File: src/rtl/mem_phase_ctrl.sv
// mem_phase_ctrl: sequences UART load, processor run and UART dump over one shared single-port BRAM
module mem_phase_ctrl #(
   parameter int ADDR_W = 16,
   parameter int DATA_W = 8
) (
   input  logic              clk,
   input  logic              rst,
   input  logic              rx_done_tick,
   input  logic [DATA_W-1:0] rx_data,
   input  logic              tx_done_tick,
   output logic              tx_start,
   output logic [DATA_W-1:0] tx_data,
   input  logic              proc_done,
   output logic              p_enable,
   input  logic [ADDR_W-1:0] proc_addr,
   input  logic [DATA_W-1:0] proc_din,
   input  logic              proc_wea,
   output logic [ADDR_W-1:0] mem_addr,
   output logic [DATA_W-1:0] mem_din,
   output logic              mem_wea,
   input  logic [DATA_W-1:0] mem_dout,
   output logic [1:0]        phase
);
   typedef enum logic [2:0] {LOAD, RUN, DUMP_RD, DUMP_LAT, DUMP_TX, DONE} state_t;
   state_t state;
   logic [ADDR_W-1:0] cnt;
   logic last;
   assign last = &cnt;
   always_ff @(posedge clk or posedge rst)
      if (rst) begin
         state    <= LOAD;
         cnt      <= '0;
         p_enable <= 1'b0;
         tx_start <= 1'b0;
         tx_data  <= '0;
      end else begin
         tx_start <= 1'b0;
         case (state)
            LOAD: if (rx_done_tick) begin
               cnt <= last ? '0 : cnt + ADDR_W'(1);
               if (last) begin
                  state    <= RUN;
                  p_enable <= 1'b1;
               end
            end
            RUN: if (proc_done) begin
               p_enable <= 1'b0;
               cnt      <= '0;
               state    <= DUMP_RD;
            end
            DUMP_RD: state <= DUMP_LAT;
            DUMP_LAT: begin
               tx_data  <= mem_dout;
               tx_start <= 1'b1;
               state    <= DUMP_TX;
            end
            // a done tick during our own tx_start cycle belongs to the previous byte
            DUMP_TX: if (tx_done_tick && !tx_start) begin
               cnt   <= last ? '0 : cnt + ADDR_W'(1);
               state <= last ? DONE : DUMP_RD;
            end
            DONE: state <= DONE;
            default: state <= LOAD;
         endcase
      end
   always_comb begin
      mem_addr = state == RUN ? proc_addr : state == DONE ? '0 : cnt;
      mem_din  = state == RUN ? proc_din : state == LOAD ? rx_data : '0;
      mem_wea  = state == RUN ? proc_wea : state == LOAD && rx_done_tick;
      phase    = state == LOAD ? 2'd0 : state == RUN ? 2'd1 : state == DONE ? 2'd3 : 2'd2;
   end
endmodule

File: config.mk
export PLATFORM = sky130hd
export DESIGN_NAME = mem_phase_ctrl
export DESIGN_NICKNAME = d
export VERILOG_FILES = /design/src/rtl/mem_phase_ctrl.sv
export SDC_FILE = /design/constraint.sdc
export NUM_CORES = 1
export LEC_CHECK = 0
export ABC_CLOCK_PERIOD_IN_PS = 2100
export BUFFER_PORTS_ARGS = -buffer_cell sky130_fd_sc_hd__buf_4
export CAP_MARGIN = 5
export CORE_MARGIN = 2
export CORE_UTILIZATION = 43
export CTS_CLUSTER_SIZE = 40
export DETAILED_ROUTE_END_ITERATION = 10
export PLACE_DENSITY_LB_ADDON = 0.05
export SETUP_SLACK_MARGIN = 0.3
export SKIP_LAST_GASP = 1
export SLEW_MARGIN = 20
export SYNTH_ARGS = -nofsm -noshare
export SYNTH_HDL_FRONTEND = slang
export SYNTH_SLANG_ARGS = --single-unit
File: constraint.sdc
create_clock -name clk -period 2.1 [get_ports clk]
set_input_delay 0.21 -clock clk [delete_from_list [all_inputs] [get_ports clk]]
set_output_delay 0.21 -clock clk [all_outputs]
set_load 0.05 [all_outputs]
# Yosys cells after proc, flatten, opt, wreduce, memory -nomap -nowiden
# Index checks and enable logic that the tools add are counted.
[op_classes]
n_addsub = 1
eq_ne = 9
n_mux = 24
reduce_logical = 10
[op_table]
columns = ["operator", "n"]
rows = [
  ["$mux 16", 6],
  ["$pmux 16 s3", 1],
  ["$pmux 3 s6", 1],
  ["$add 16x1->16 const B", 1],
  ["$mux 8", 2],
  ["$reduce_and 16->1", 1],
  ["$mux 3", 5],
  ["$reduce_and 4->1", 3],
  ["$ne 2x2->1 const B", 4],
  ["$eq 3x2->1 const B", 2],
  ["$eq 3x3->1 const B", 2],
  ["$mux 1", 6],
  ["$mux 2", 2],
  ["$eq 3x1->1 const B", 1],
  ["$logic_not 3->1", 1],
  ["$reduce_bool 3->1", 1],
  ["$logic_and 1x1->1", 2],
  ["$pmux 1 s2", 1],
  ["$reduce_bool 2->1", 1],
  ["$logic_not 1->1", 1],
]
[totals]
regBits = 29
output_inout_bits = 37

# Logic depth before layout (Yosys ltp)
# Gate-level depths: netlist of the first run.
[logic_depth]
depth_word = 4
depth_mapped = 6

# Least setup slack after synthesis of the first run
# No wires, ideal clock.
[synth_timing]
path_type = "register to output"
from = "reg state[0]"
to = "out mem_addr[12]"
t_arrival_ns = 1.931
t_required_ns = 1.890
slack_ns = -0.041
path_stages_with_launch = 4
n_path_buf = 0
cell_sequence = "dfrtp_1 > nand2b_1 > inv_1 > o21ai_0"
[synth_between]
elab_chain_cells = 3
[synth_lines]
columns = ["element", "line_no", "text"]
rows = [
  ["start: declaration", "25", "state_t state;"],
  ["start signal: assignment", "60", "state <= last ? DONE : DUMP_RD;"],
  ["$eq 3x3->1", "67", "mem_addr = state == RUN ? proc_addr : state == DONE ? '0 : cnt;"],
  ["$mux 16", "67", ""],
  ["$mux 16 (*)", "67", ""],
  ["end: declaration", "18", "output logic [ADDR_W-1:0] mem_addr,"],
]
# Every way passes the cells marked *; elsewhere a longest branch is shown, timed or not.

# Final worst setup path of the first run
[layout_timing]
from = "reg state[2]"
to = "reg cnt[10]"
[layout_between]
elab_chain_cells = 3
[layout_lines]
columns = ["element", "line_no", "text"]
rows = [
  ["$eq 3x3->1, or another cell as far along", "38", "case (state)"],
  ["$ne 2x2->1 (no source line) or $reduce_bool 3->1 (tied branches)", "--", ""],
  ["$reduce_and 4->1 (no source line)", "--", ""],
  ["end signal: assignment", "40", "cnt <= last ? '0 : cnt + ADDR_W'(1);"],
  ["end signal: assignment", "59", "cnt <= last ? '0 : cnt + ADDR_W'(1);"],
  ["end: declaration", "26", "logic [ADDR_W-1:0] cnt;"],
]
# Parallel ways exist; a longest one is shown, timed or not.
# A chain may end at the register's enable or synchronous reset.

==> results of run 1 <==
## registers in the layout (all words and copies together) (netlist names)
signal,flops
cnt,16
p_enable,1
state,3
tx_data,8
tx_start,1
## power by group through the flow
stage	clock, W	sequential (W)	combinational (W)
6_report	0.000504	0.000888	0.00314
5_1_grt	0.000539	0.000909	0.00334
4_1_cts	0.000510	0.000886	0.00306
3_5_place_dp	0	0.000891	0.00298
3_3_place_gp	0	0.000884	0.00295
2_1_floorplan	0	0.00113	0.00189
## critical path: stages, from the launching register on
cell,delay [ns]
dfrtp_1,0.40
nand2b_1,0.19
a21oi_1,0.19
o21ai_0,0.14
buf_4,0.20
or3_1,0.39
o31ai_2,0.18
## cells in the mapped netlist (all sizes together), types with 2 or more instances
library cell and count:
dfrtp 29, o21ai 29, nand2 27, nand2b 19
nor2 18, clkbuf 10, a21oi 9, a31oi 9
mux2 9, mux2i 9, nand3 7, nand4 6
inv 5, nor2b 4, nor3 4, nor4 4
or3 4, a211oi 2, a21o 2, a22o 2
and3 2, or2 2
## metrics by stage
| step | setup slack (ns) | power (W) |
|---|---|---|
| 2_1_floorplan | 0.0280 | 0.00302 |
| 3_3_place_gp | 0.244 | 0.00383 |
| 3_5_place_dp | 0.177 | 0.00387 |
| 4_1_cts | 0.315 | 0.00446 |
| 5_1_grt | 0.153 | 0.00478 |
| 6_report | 0.311 | 0.00453 |
## timing repair
action,4_1_cts,5_1_grt
setup buffers,4,3
endpoints found under the setup margin,27,35
pin swaps,1,3
hold endpoints to repair,10,0
hold buffers,1,0
gates cloned,0,0
resized for setup,6,14
## logic make-up (layout without fill, tap and decap cells)
family | count (synthesis) | after routing
AND/OR/NAND/NOR | 100 | 100
AO/OA/AOI/OAI | 60 | 60
flip-flops | 29 | 29
multiplexers | 18 | 18
buffers and inverters | 16 | 117
adder cells (fa/ha/maj) | 1 | 1
## how the worst max path moves through the flow
| stage | start | to | slack [ns] |
|---|---|---|---|
| floorplan | state[1] | mem_addr[10] | 0.03 |
| global placement | cnt[1] | cnt[3] | 0.24 |
| detailed placement | cnt[1] | cnt[3] | 0.18 |
| CTS | cnt[1] | cnt[13] | 0.31 |
| global route | state[2] | cnt[10] | 0.15 |
| finish | state[2] | cnt[10] | 0.31 |
## placed cells by master (no fill, tap or decap), types with 6 or more instances in the layout
master     n
nand3_1    7
nand2b_1  18
mux2_2     9
dfrtp_1   25
nand2_1   27
nor2_4     7
o21ai_0   20
buf_4     99
a21oi_1    9
mux2i_1    6
o21ai_1    9
clkbuf_8   7
a31oi_1    9
nor2_1     8
## layer usage
metal / wire length (µm) / GRT usage, % / vias up / part of all wire, %
met1: 2360 / 29.3 / 946 / 43
met3: 243 / 5.05 / 8 / 4.4
li1: - / - / 1000 / -
met2: 2830 / 40.0 / 49 / 51
met4: 76 / 5.98 / 0 / 1.4
met5: 0 / 0 / - / 0
## final cells by class
class / instances / area [µm²]
repair buffers: 104 / 798
multi-input cells: 179 / 1210
clock inverters: 1 / 5.00
clock buffers: 7 / 96.3
fillers: 376 / 1360
inverters: 5 / 21.3
flip-flops and latches: 29 / 731
well taps: 52 / 65.1
==> flow_summary_export.csv, run 1 <==
group,metric,value,unit
yosys,synth_flop_cell,"dfrtp_1",
yosys,syn_area_per_cell,8.47,µm²
power,power_frac_seq,19.6,%
routing,vias_per_cell,5.31,
yosys,synth_area,0.00190,mm²
sta,max_slew_margin,70.2,%
yosys,ys_ff_latch,29,
setup_path,reg2reg_to,"cnt[10]",
clocking,h-tree-depth,2,
setup_path,crit_arrival,1.98,ns
yosys,synth_cell_types,44,
sta,worst_slew_pin_slew,0.443,ns
routing,vias,2003,
yosys,synth_top_family_by_area,"simple AND/OR/NAND/NOR gates",
run,drv_cap,0,
power,netSwitchingPower,0.00241,W
power,leakage,1.38,nW
yosys,synthSimpleGateAreaFrac,29.0,%
setup_path,crit_path_start_kind,"flop",
cells_and_area,antenna_cells,0,
power,p_per_area,1550,mW/mm²
setup_path,worstPathRequired,2.29,ns
placed_design,placed_cell_area,0.00270,mm²
global_route,grt_max_degree,25,
sta,setup_violations,0,
power,p_sw_share,53.2,%
sta,clock_skew,0.00437,ns
yosys,yosysSeqAreaShare,38.3,%
floorplan,design.portCount,83,
sta,max_freq,559,MHz
setup_path,r2r_cells,6,
power,power_frac_comb,69.3,%
yosys,synth_compound_area_share,18.7,%
routing,routedWlPerCell,14.6,µm
clocking,clock_latency,0.28,ns
sta,period_minus_slack,1.79,ns
routing,route.detailed.drc,0,
power,p_clk_share,11.1,%
floorplan,std_cell_rows,24,
clocking,cts_buffer_depth,2,
yosys,synth_warnings,0,
clocking,cts_tree,"done",
clocking,root_buffer,"clkbuf_8",
clocking,cts_buffers,5,
yosys,synth-xor-area-share,0,%
floorplan,die-area,0.00496,mm²
yosys,postSynthCellCount,224,
yosys,async_flop_share,100,%
placed_design,numPlacedInstances,361,
clocking,clk_pin_slew,0.06,ns
routing,final_antenna_net_count,0,
yosys,synthAdderAreaFrac,0.660,%
yosys,synthMuxAreaShare,10.1,%
sta,finalHoldViolations,0,
cells_and_area,finalNonFillerCells,377,
cells_and_area,final_nets,371,
floorplan,dieHeight,70.4,µm
global_route,antenna_found_initial,0,
cells_and_area,post-route-util,68.2,%
power,p_int,0.00212,W
routing,routed_wl,5.51,mm
yosys,synth_top_area_share,38.3,%
setup_path,r2r_setup_slack,0.31,ns
floorplan,die_w,70.4,µm
routing,first_pass_iters,4,
sta,fin_crit_sh,85.2,%
placed_design,place.gp.congestion,0.971,
yosys,synth_area_leaders,"dfrtp_1 38%, o21ai_0 7.7%, nand2b_1 6.3%",
global_route,grt_pass1_vias,2050,
cells_and_area,drive_above_1_share,47.7,%
global_route,grt_pass1_wl,9.27,mm
cells_and_area,final_area,0.00293,mm²
setup_path,cp-end-kind,"flop",
worst_hold_path,hold_path_class,"in2reg",
setup_path,worstSetupPathType,"reg2reg",
sta,rsz0062_at_grt,"true",
yosys,syn-num-nets,271,
worst_hold_path,min_path_cells,2,
worst_hold_path,hold_end,"tx_data[0]",
global_route,grt-ovfl-total,0,
global_route,grt_usage,23.2,%
clocking,clkSinkCount,29,
floorplan,start_util,44.2,%
outcome,status,"finished clean",
floorplan,coreArea,0.00429,mm²
worst_hold_path,hold_start,"mem_dout[0]",
setup_path,r2r_start,"state[2]",
sta,timing.hold.ws,0.161,ns
yosys,synth-edff-count,0,
placed_design,place_hpwl,4.08,mm
power,ir_drop,0.976,mV
setup_path,cp_max_fo,12,
sta,finalMaxSlewViolations,0,
yosys,yosysTopAreaCell,"dfrtp_1",
placed_design,port_buffers,82,
routing,dr.first_iter.drc_count,125,
cells_and_area,area_delta_synth_final,54.5,%
sta,tns,0,ns
(Power assumes the default switching activity.)
==> inputs of run 2 (changes only) <==
--- a/config.mk
+++ b/config.mk
@@ -5,16 +5,15 @@
 export SDC_FILE = /design/constraint.sdc
 export NUM_CORES = 1
 export LEC_CHECK = 0
-export ABC_CLOCK_PERIOD_IN_PS = 2100
+export ABC_CLOCK_PERIOD_IN_PS = 2200
 export BUFFER_PORTS_ARGS = -buffer_cell sky130_fd_sc_hd__buf_4
 export CAP_MARGIN = 5
 export CORE_MARGIN = 2
-export CORE_UTILIZATION = 43
+export CORE_UTILIZATION = 51
 export CTS_CLUSTER_SIZE = 40
 export DETAILED_ROUTE_END_ITERATION = 10
 export PLACE_DENSITY_LB_ADDON = 0.05
 export SETUP_SLACK_MARGIN = 0.3
-export SKIP_LAST_GASP = 1
 export SLEW_MARGIN = 20
 export SYNTH_ARGS = -nofsm -noshare
 export SYNTH_HDL_FRONTEND = slang
==> constraint.sdc (replaced) <==
create_clock -name clk -period 2.2 [get_ports clk]
set_input_delay 0.22 -clock clk [delete_from_list [all_inputs] [get_ports clk]]
set_output_delay 0.22 -clock clk [all_outputs]
set_load 0.05 [all_outputs]
==> flow_summary_export.csv, run 2 (synthesis gave the netlist of run 1 again) <==
group,metric,value,unit
outcome,status,"finished clean",
cells_and_area,post-route-util,80.8,%
setup_path,worstPathRequired,1.98,ns
clocking,clock_latency,0.28,ns
cells_and_area,area_delta_synth_final,53.6,%
clocking,root_buffer,"clkbuf_8",
routing,vias,2074,
sta,setup_violations,0,
power,total_power,0.00440,W
setup_path,cp_cell_sequence,"buf_4 -> nor2_2 -> inv_2 -> nor2_2 -> buf_4",
setup_path,critPathBufInv,3,
power,ir_drop,1.10,mV
run,drv_cap,0,
global_route,grt-ovfl-total,0,
worst_hold_path,hold_path_class,"in2async",
sta,clock_skew,0.0105,ns
clocking,cts_buffers,5,
cells_and_area,top_regs,"cnt (16), tx_data (8), state (3)",
global_route,grt_max_degree,33,
routing,routed_wl,5.64,mm
power,p_int,0.00210,W
floorplan,start_util,52.6,%
clocking,clkSinkCount,29,
clocking,cts_buffer_depth,2,
sta,period_minus_slack,1.80,ns
clocking,ctsHoldBuffers,0,
floorplan,die-area,0.00422,mm²
power,leakage,1.41,nW
cells_and_area,final_nets,374,
cells_and_area,mostFrequentLayoutCells,"105 x buf_4, 27 x nand2_1, 25 x dfrtp_1",
setup_path,cp_max_fo,15,
cells_and_area,antenna_cells,0,
routing,routedWlPerCell,15.0,µm
setup_path,slowest_delay,0.46,ns
sta,max_slew_margin,63.8,%
sta,tns,0,ns
cells_and_area,final_common_cell,"buf_4",
sta,max_freq,556,MHz
power,p_clk_share,13.1,%
power,p_sw_share,52.2,%
setup_path,cp_slowest_cell,"dfrtp_2",
setup_path,crit_arrival,1.58,ns
setup_path,crit_family,"buffers and inverters",
floorplan,std_cell_rows,22,
placed_design,place_hpwl,4.00,mm
global_route,grt_pass1_wl,9.09,mm
power,netSwitchingPower,0.00229,W
clocking,cts_tree,"done",
sta,finalMaxSlewViolations,0,
cells_and_area,fillers,250,
routing,vias_per_cell,5.52,
setup_path,crit_path_start_kind,"flop",
routing,dr.first_iter.drc_count,223,
routing,final_antenna_net_count,0,
routing,route.detailed.drc,0,
floorplan,coreArea,0.00361,mm²
global_route,grt_pass1_vias,2047,
cells_and_area,largest_reg_flops,16,
routing,first_pass_iters,4,
power,power_frac_seq,18.8,%
setup_path,r2r_setup_slack,0.43,ns
sta,timing.hold.ws,0.00761,ns
power,p_per_area,1510,mW/mm²
floorplan,design.portCount,83,
clocking,clk_pin_slew,0.07,ns
sta,rsz0062_at_grt,"false",
global_route,antenna_found_initial,0,
sta,fin_crit_sh,81.8,%
setup_path,worstSetupPathType,"reg2out",
cells_and_area,drive_above_1_share,47.0,%
cells_and_area,regMostFlops,"cnt",
setup_path,cp-end-kind,"output pin",
placed_design,place.gp.congestion,0.854,
cells_and_area,finalNonFillerCells,376,
floorplan,dieHeight,65.0,µm
sta,worst_slew_pin_slew,0.537,ns
floorplan,die_w,65.0,µm
global_route,grt_usage,27.3,%
clocking,h-tree-depth,2,
placed_design,port_buffers,82,
sta,finalHoldViolations,0,
power,power_frac_comb,68.0,%
placed_design,numPlacedInstances,355,
-- run 2: worst paths after layout --
path / startpoint / to / cells past startpoint
setup / recovery: state[2] / mem_din[3] / 5
hold / removal: rst / tx_data[3] / 3
max in group asynchronous: rst / state[2] / 3
min in group clk: mem_dout[6] / tx_data[6] / 2
setup reg to reg: tx_start / cnt[10] / 6
hold reg to reg: tx_data[7] / tx_data[7] / 1
-- run 2: repair_timing --
| action | in CTS | in global routing |
|---|---|---|
| setup buffers | 5 | 8 |
| gates resized for setup | 6 | 10 |
| pin swaps | 1 | 2 |
| setup endpoints to repair | 30 | 40 |
-- run 2: power by group through the flow --
stage | Combinational (W) | Sequential (W) | Clock [W]
2_1_floorplan | 0.00173 | 0.00108 | 0
3_3_place_gp | 0.00270 | 0.000858 | 0
3_5_place_dp | 0.00273 | 0.000868 | 0
4_1_cts | 0.00279 | 0.000855 | 0.000585
5_1_grt | 0.00316 | 0.000855 | 0.000612
6_report | 0.00299 | 0.000828 | 0.000578
-- run 2: layer usage --
| layer | part of all wire, % | wire length [µm] | GRT usage [%] |
|---|---|---|---|
| met4 | 1.2 | 67 | 8.24 |
| met3 | 7.5 | 422 | 5.90 |
| met1 | 39 | 2190 | 32.3 |
| met5 | 0 | 0 | 0 |
| met2 | 52 | 2960 | 49.1 |
-- run 2: metrics by stage --
| step | worst slack [ns] | area (µm²) |
|---|---|---|
| 2_1_floorplan | 0.118 | 1910 |
| 3_3_place_gp | 0.165 | 2640 |
| 3_5_place_dp | 0.153 | 2640 |
| 4_1_cts | 0.306 | 2810 |
| 5_1_grt | 0.312 | 2910 |
| 6_report | 0.401 | 2910 |
-- run 2: cell type report --
class                      count  area [µm²]  area share, %
clock inverter                 2        37.5           1.29
timing repair buffer         107         820           28.1
sequential                    29         731           25.1
inverter                       5        18.8          0.644
multi-input combinational    179        1160           39.9
clock buffer                   6        82.6           2.84
tap                           48        60.1           2.06
-- run 2: tightest hold or removal path: stages --
cell and delay [ns]:
buf_4 0.10, inv_1 0.04, buf_4 0.34
==> inputs of run 3 (changes only) <==
--- a/config.mk
+++ b/config.mk
@@ -5,11 +5,11 @@
 export SDC_FILE = /design/constraint.sdc
 export NUM_CORES = 1
 export LEC_CHECK = 0
-export ABC_CLOCK_PERIOD_IN_PS = 2200
+export ABC_CLOCK_PERIOD_IN_PS = 1700
 export BUFFER_PORTS_ARGS = -buffer_cell sky130_fd_sc_hd__buf_4
 export CAP_MARGIN = 5
 export CORE_MARGIN = 2
-export CORE_UTILIZATION = 51
+export CORE_UTILIZATION = 47
 export CTS_CLUSTER_SIZE = 40
 export DETAILED_ROUTE_END_ITERATION = 10
 export PLACE_DENSITY_LB_ADDON = 0.05
==> constraint.sdc (replaced) <==
create_clock -name clk -period 1.7 [get_ports clk]
set_input_delay 0.17 -clock clk [delete_from_list [all_inputs] [get_ports clk]]
set_output_delay 0.17 -clock clk [all_outputs]
set_load 0.05 [all_outputs]
==> flow_summary_export.csv, run 3 <==
group,metric,value,unit
yosys,yosys-top-cells-count,"29 x dfrtp_1, 29 x o21ai_0, 27 x nand2_1",
floorplan,die_w,67.5,µm
yosys,async_flop_share,100,%
placed_design,place_hpwl,4.49,mm
yosys,synth_top_area_share,38.3,%
clocking,h-tree-depth,2,
outcome,lastStage,"global routing (5_1_grt)",
yosys,yosysSeqAreaShare,38.3,%
yosys,synth_warnings,0,
outcome,status,"aborted with a tool error",
floorplan,std_cell_rows,23,
placed_design,placed_cell_area,0.00296,mm²
global_route,grt_max_degree,24,
floorplan,start_util,48.1,%
yosys,syn-num-nets,271,
placed_design,place.gp.congestion,0.926,
yosys,ys_ff_latch,29,
placed_design,numPlacedInstances,383,
yosys,yosysTopAreaCell,"dfrtp_1",
placed_design,dp_slack,-0.0650,ns
yosys,synth-edff-count,0,
floorplan,design.portCount,83,
sta,endpoint_type,"register data pin",
yosys,postSynthCellCount,224,
yosys,syn_area_per_cell,8.47,µm²
sta,worst_endpoint,"cnt[6]$_DFFE_PP0P_/D",
outcome,tool.error,"[ERROR DPL-0038] Utilization greater than 100%, impossible to legalize",
clocking,root_buffer,"clkbuf_8",
yosys,synth_cell_types,44,
clocking,cts_buffer_depth,2,
clocking,clkSinkCount,29,
yosys,synth_flop_cell,"dfrtp_1",
placed_design,port_buffers,82,
floorplan,dieHeight,67.5,µm
yosys,synth_area,0.00190,mm²
yosys,synth_area_leaders,"dfrtp_1 38%, o21ai_0 7.7%, nand2b_1 6.3%",
clocking,cts_buffers,5,
run 3: cell counts after synthesis:
Identical to the previous run, type by type.
run 3: stage by stage:
| stage | utilization [%] | hold slack, ns | TNS (ns) |
|---|---|---|---|
| 2_1_floorplan | - | 0.248 | -0.436 |
| 3_3_place_gp | 75.2 | 0.107 | -0.00523 |
| 3_5_place_dp | 75.2 | 0.108 | -0.233 |
| 4_1_cts | 93.5 | 0.109 | 0 |
run 3: cells by family after synthesis:
group	share of synthesized area, %
AOI/OAI and AO/OA	18.7
muxes	10.1
adders and majority gates	0.660
DFF	38.3
and+or+nand+nor	29.0
buffers and inverters	3.30
run 3: repair_timing:
item                                   CTS
buffers inserted                        13
pin swaps                               22
gates cloned                             4
hold buffers                             1
endpoints found under the hold margin    6
gates resized for setup                110
setup endpoints to repair               56
==> inputs of run 4 (changes only) <==
--- a/config.mk
+++ b/config.mk
@@ -9,11 +9,9 @@
 export BUFFER_PORTS_ARGS = -buffer_cell sky130_fd_sc_hd__buf_4
 export CAP_MARGIN = 5
 export CORE_MARGIN = 2
-export CORE_UTILIZATION = 47
-export CTS_CLUSTER_SIZE = 40
+export CORE_UTILIZATION = 40
 export DETAILED_ROUTE_END_ITERATION = 10
-export PLACE_DENSITY_LB_ADDON = 0.05
-export SETUP_SLACK_MARGIN = 0.3
+export PLACE_DENSITY_LB_ADDON = 0.15
 export SLEW_MARGIN = 20
 export SYNTH_ARGS = -nofsm -noshare
 export SYNTH_HDL_FRONTEND = slang
==> flow_summary_export.csv, run 4 (synthesis gave the netlist of run 1 again) <==
group,metric,value,unit
cells_and_area,final_area,0.00317,mm²
run,drv_cap,0,
global_route,busiest_layer,"met2",
cells_and_area,largest_reg_flops,16,
cells_and_area,area_delta_synth_final,67.3,%
routing,first_pass_iters,5,
placed_design,place_hpwl,4.23,mm
clocking,cts_tree,"done",
clocking,h-tree-depth,2,
sta,period_minus_slack,1.71,ns
global_route,grtUsageMet1,26.9,%
clocking,clk_pin_slew,0.06,ns
routing,vias_per_cell,5.30,
global_route,grt_usage,21.7,%
cells_and_area,fillers,400,
sta,setup_violations,2,
setup_path,crit_arrival,1.90,ns
placed_design,dp_slack,0.000586,ns
routing,vias,2113,
floorplan,die-area,0.00531,mm²
placed_design,numPlacedInstances,387,
power,p_per_area,1910,mW/mm²
placed_design,place.gp.congestion,0.911,
placed_design,placed_cell_area,0.00288,mm²
sta,fin_crit_sh,101,%
routing,routed_wl,5.73,mm
cells_and_area,finalNonFillerCells,399,
cells_and_area,top_regs,"cnt (16), tx_data (8), state (3)",
setup_path,slowest_delay,0.41,ns
global_route,antenna_found_initial,0,
global_route,grt_pass1_vias,1971,
routing,routedWlPerCell,14.4,µm
sta,timing.hold.ws,0.119,ns
floorplan,dieHeight,72.9,µm
sta,worst_slew_pin_slew,0.397,ns
setup_path,crit_path_start_kind,"flop",
setup_path,worstSetupPathType,"reg2reg",
setup_path,cp_slowest_cell,"or3_1",
sta,finalMaxSlewViolations,0,
cells_and_area,antenna_cells,0,
floorplan,design.portCount,83,
cells_and_area,drive_above_1_share,53.3,%
floorplan,std_cell_rows,25,
worst_hold_path,hold_path_class,"in2reg",
clocking,clkSinkCount,29,
setup_path,worstPathRequired,1.89,ns
floorplan,die_w,72.9,µm
sta,finalHoldViolations,0,
floorplan,start_util,40.7,%
routing,final_antenna_net_count,0,
global_route,grt_pass1_wl,8.89,mm
sta,fin_ws,-0.00858,ns
global_route,grt-ovfl-total,0,
clocking,clock_latency,0.28,ns
cells_and_area,final_nets,391,
global_route,grt_max_degree,33,
routing,dr.first_iter.drc_count,107,
power,leakage,1.53,nW
sta,max_slew_margin,73.3,%
clocking,cts_buffers,5,
cells_and_area,final_common_cell,"buf_4",
cells_and_area,mostFrequentLayoutCells,"114 x buf_4, 27 x dfrtp_1, 26 x nand2_1",
placed_design,port_buffers,82,
sta,max_freq,585,MHz
sta,rsz0062_at_grt,"true",
global_route,met3_usage,4.70,%
cells_and_area,post-route-util,68.1,%
power,ir_drop,1.20,mV
setup_path,cp_cell_sequence,"ha_4 -> nand4_4 -> or2_2 -> or3_1 -> o31ai_1",
setup_path,cp_max_fo,4,
global_route,grtUsageMet2,37.8,%
clocking,cts_buffer_depth,2,
floorplan,coreArea,0.00466,mm²
cells_and_area,regMostFlops,"cnt",
outcome,status,"finished, violations left",
outcome,violations,"setup timing",
setup_path,cp-end-kind,"flop",
routing,route.detailed.drc,0,
sta,clock_skew,0.00216,ns
clocking,root_buffer,"clkbuf_8",
## run 4: power breakdown
part	switching, W	internal [W]
clock network	0.000263	0.000477
logic	0.00269	0.00160
registers	0.000144	0.000889
## run 4: final cells by class
type	instances	area (µm²)	share of cell area [%]
Multi-Input combinational cell	179	1260	39.9
Timing Repair Buffer	124	976	30.7
Sequential cell	29	728	22.9
Clock buffer	7	86.3	2.72
Tap cell	54	67.6	2.13
Clock inverter	1	30.0	0.946
Inverter	5	21.3	0.670
## run 4: path summary, 6_finish.rpt
kind / to / depth (start not counted) / startpoint / slack (ns)
max: cnt[10] / 5 / cnt[0] / -0.009
min: tx_data[1] / 2 / mem_dout[1] / 0.12
max reg2reg: cnt[10] / 5 / cnt[0] / -0.009
min reg2reg: tx_data[6] / 1 / tx_data[6] / 0.51
max in group asynchronous: tx_start / 4 / rst / 0.88
min in group asynchronous: cnt[14] / 4 / rst / 0.52
## run 4: what timing repair did
item / in CTS / in global routing
pin swaps: 0 / 6
setup endpoints to repair: 26 / 37
endpoints found under the hold margin: 29 / 0
resized for setup: 10 / 35
hold buffers: 1 / 0
setup buffers: 1 / 2
## run 4: metal layers
| layer | wire length [µm] | up-vias |
|---|---|---|
| li1 | - | 1046 |
| met1 | 2330 | 980 |
| met2 | 2980 | 80 |
| met3 | 350 | 7 |
| met4 | 64 | 0 |
| met5 | 0 | - |
## run 4: worst max-delay path: cells and delay by family (launching register included)
kind	cells	cell delay, ns
compound gates	1	0.19
simple gates	3	0.86
fa+ha+maj	1	0.17
flops	1	0.39
## run 4: per-stage QoR
step | power [W] | TNS [ns]
detailed placement | 0.00504 | 0
finish | 0.00606 | -0.0143
floorplan | 0.00374 | -3.55
global placement | 0.00501 | 0
global route | 0.00635 | -0.590
CTS | 0.00585 | 0
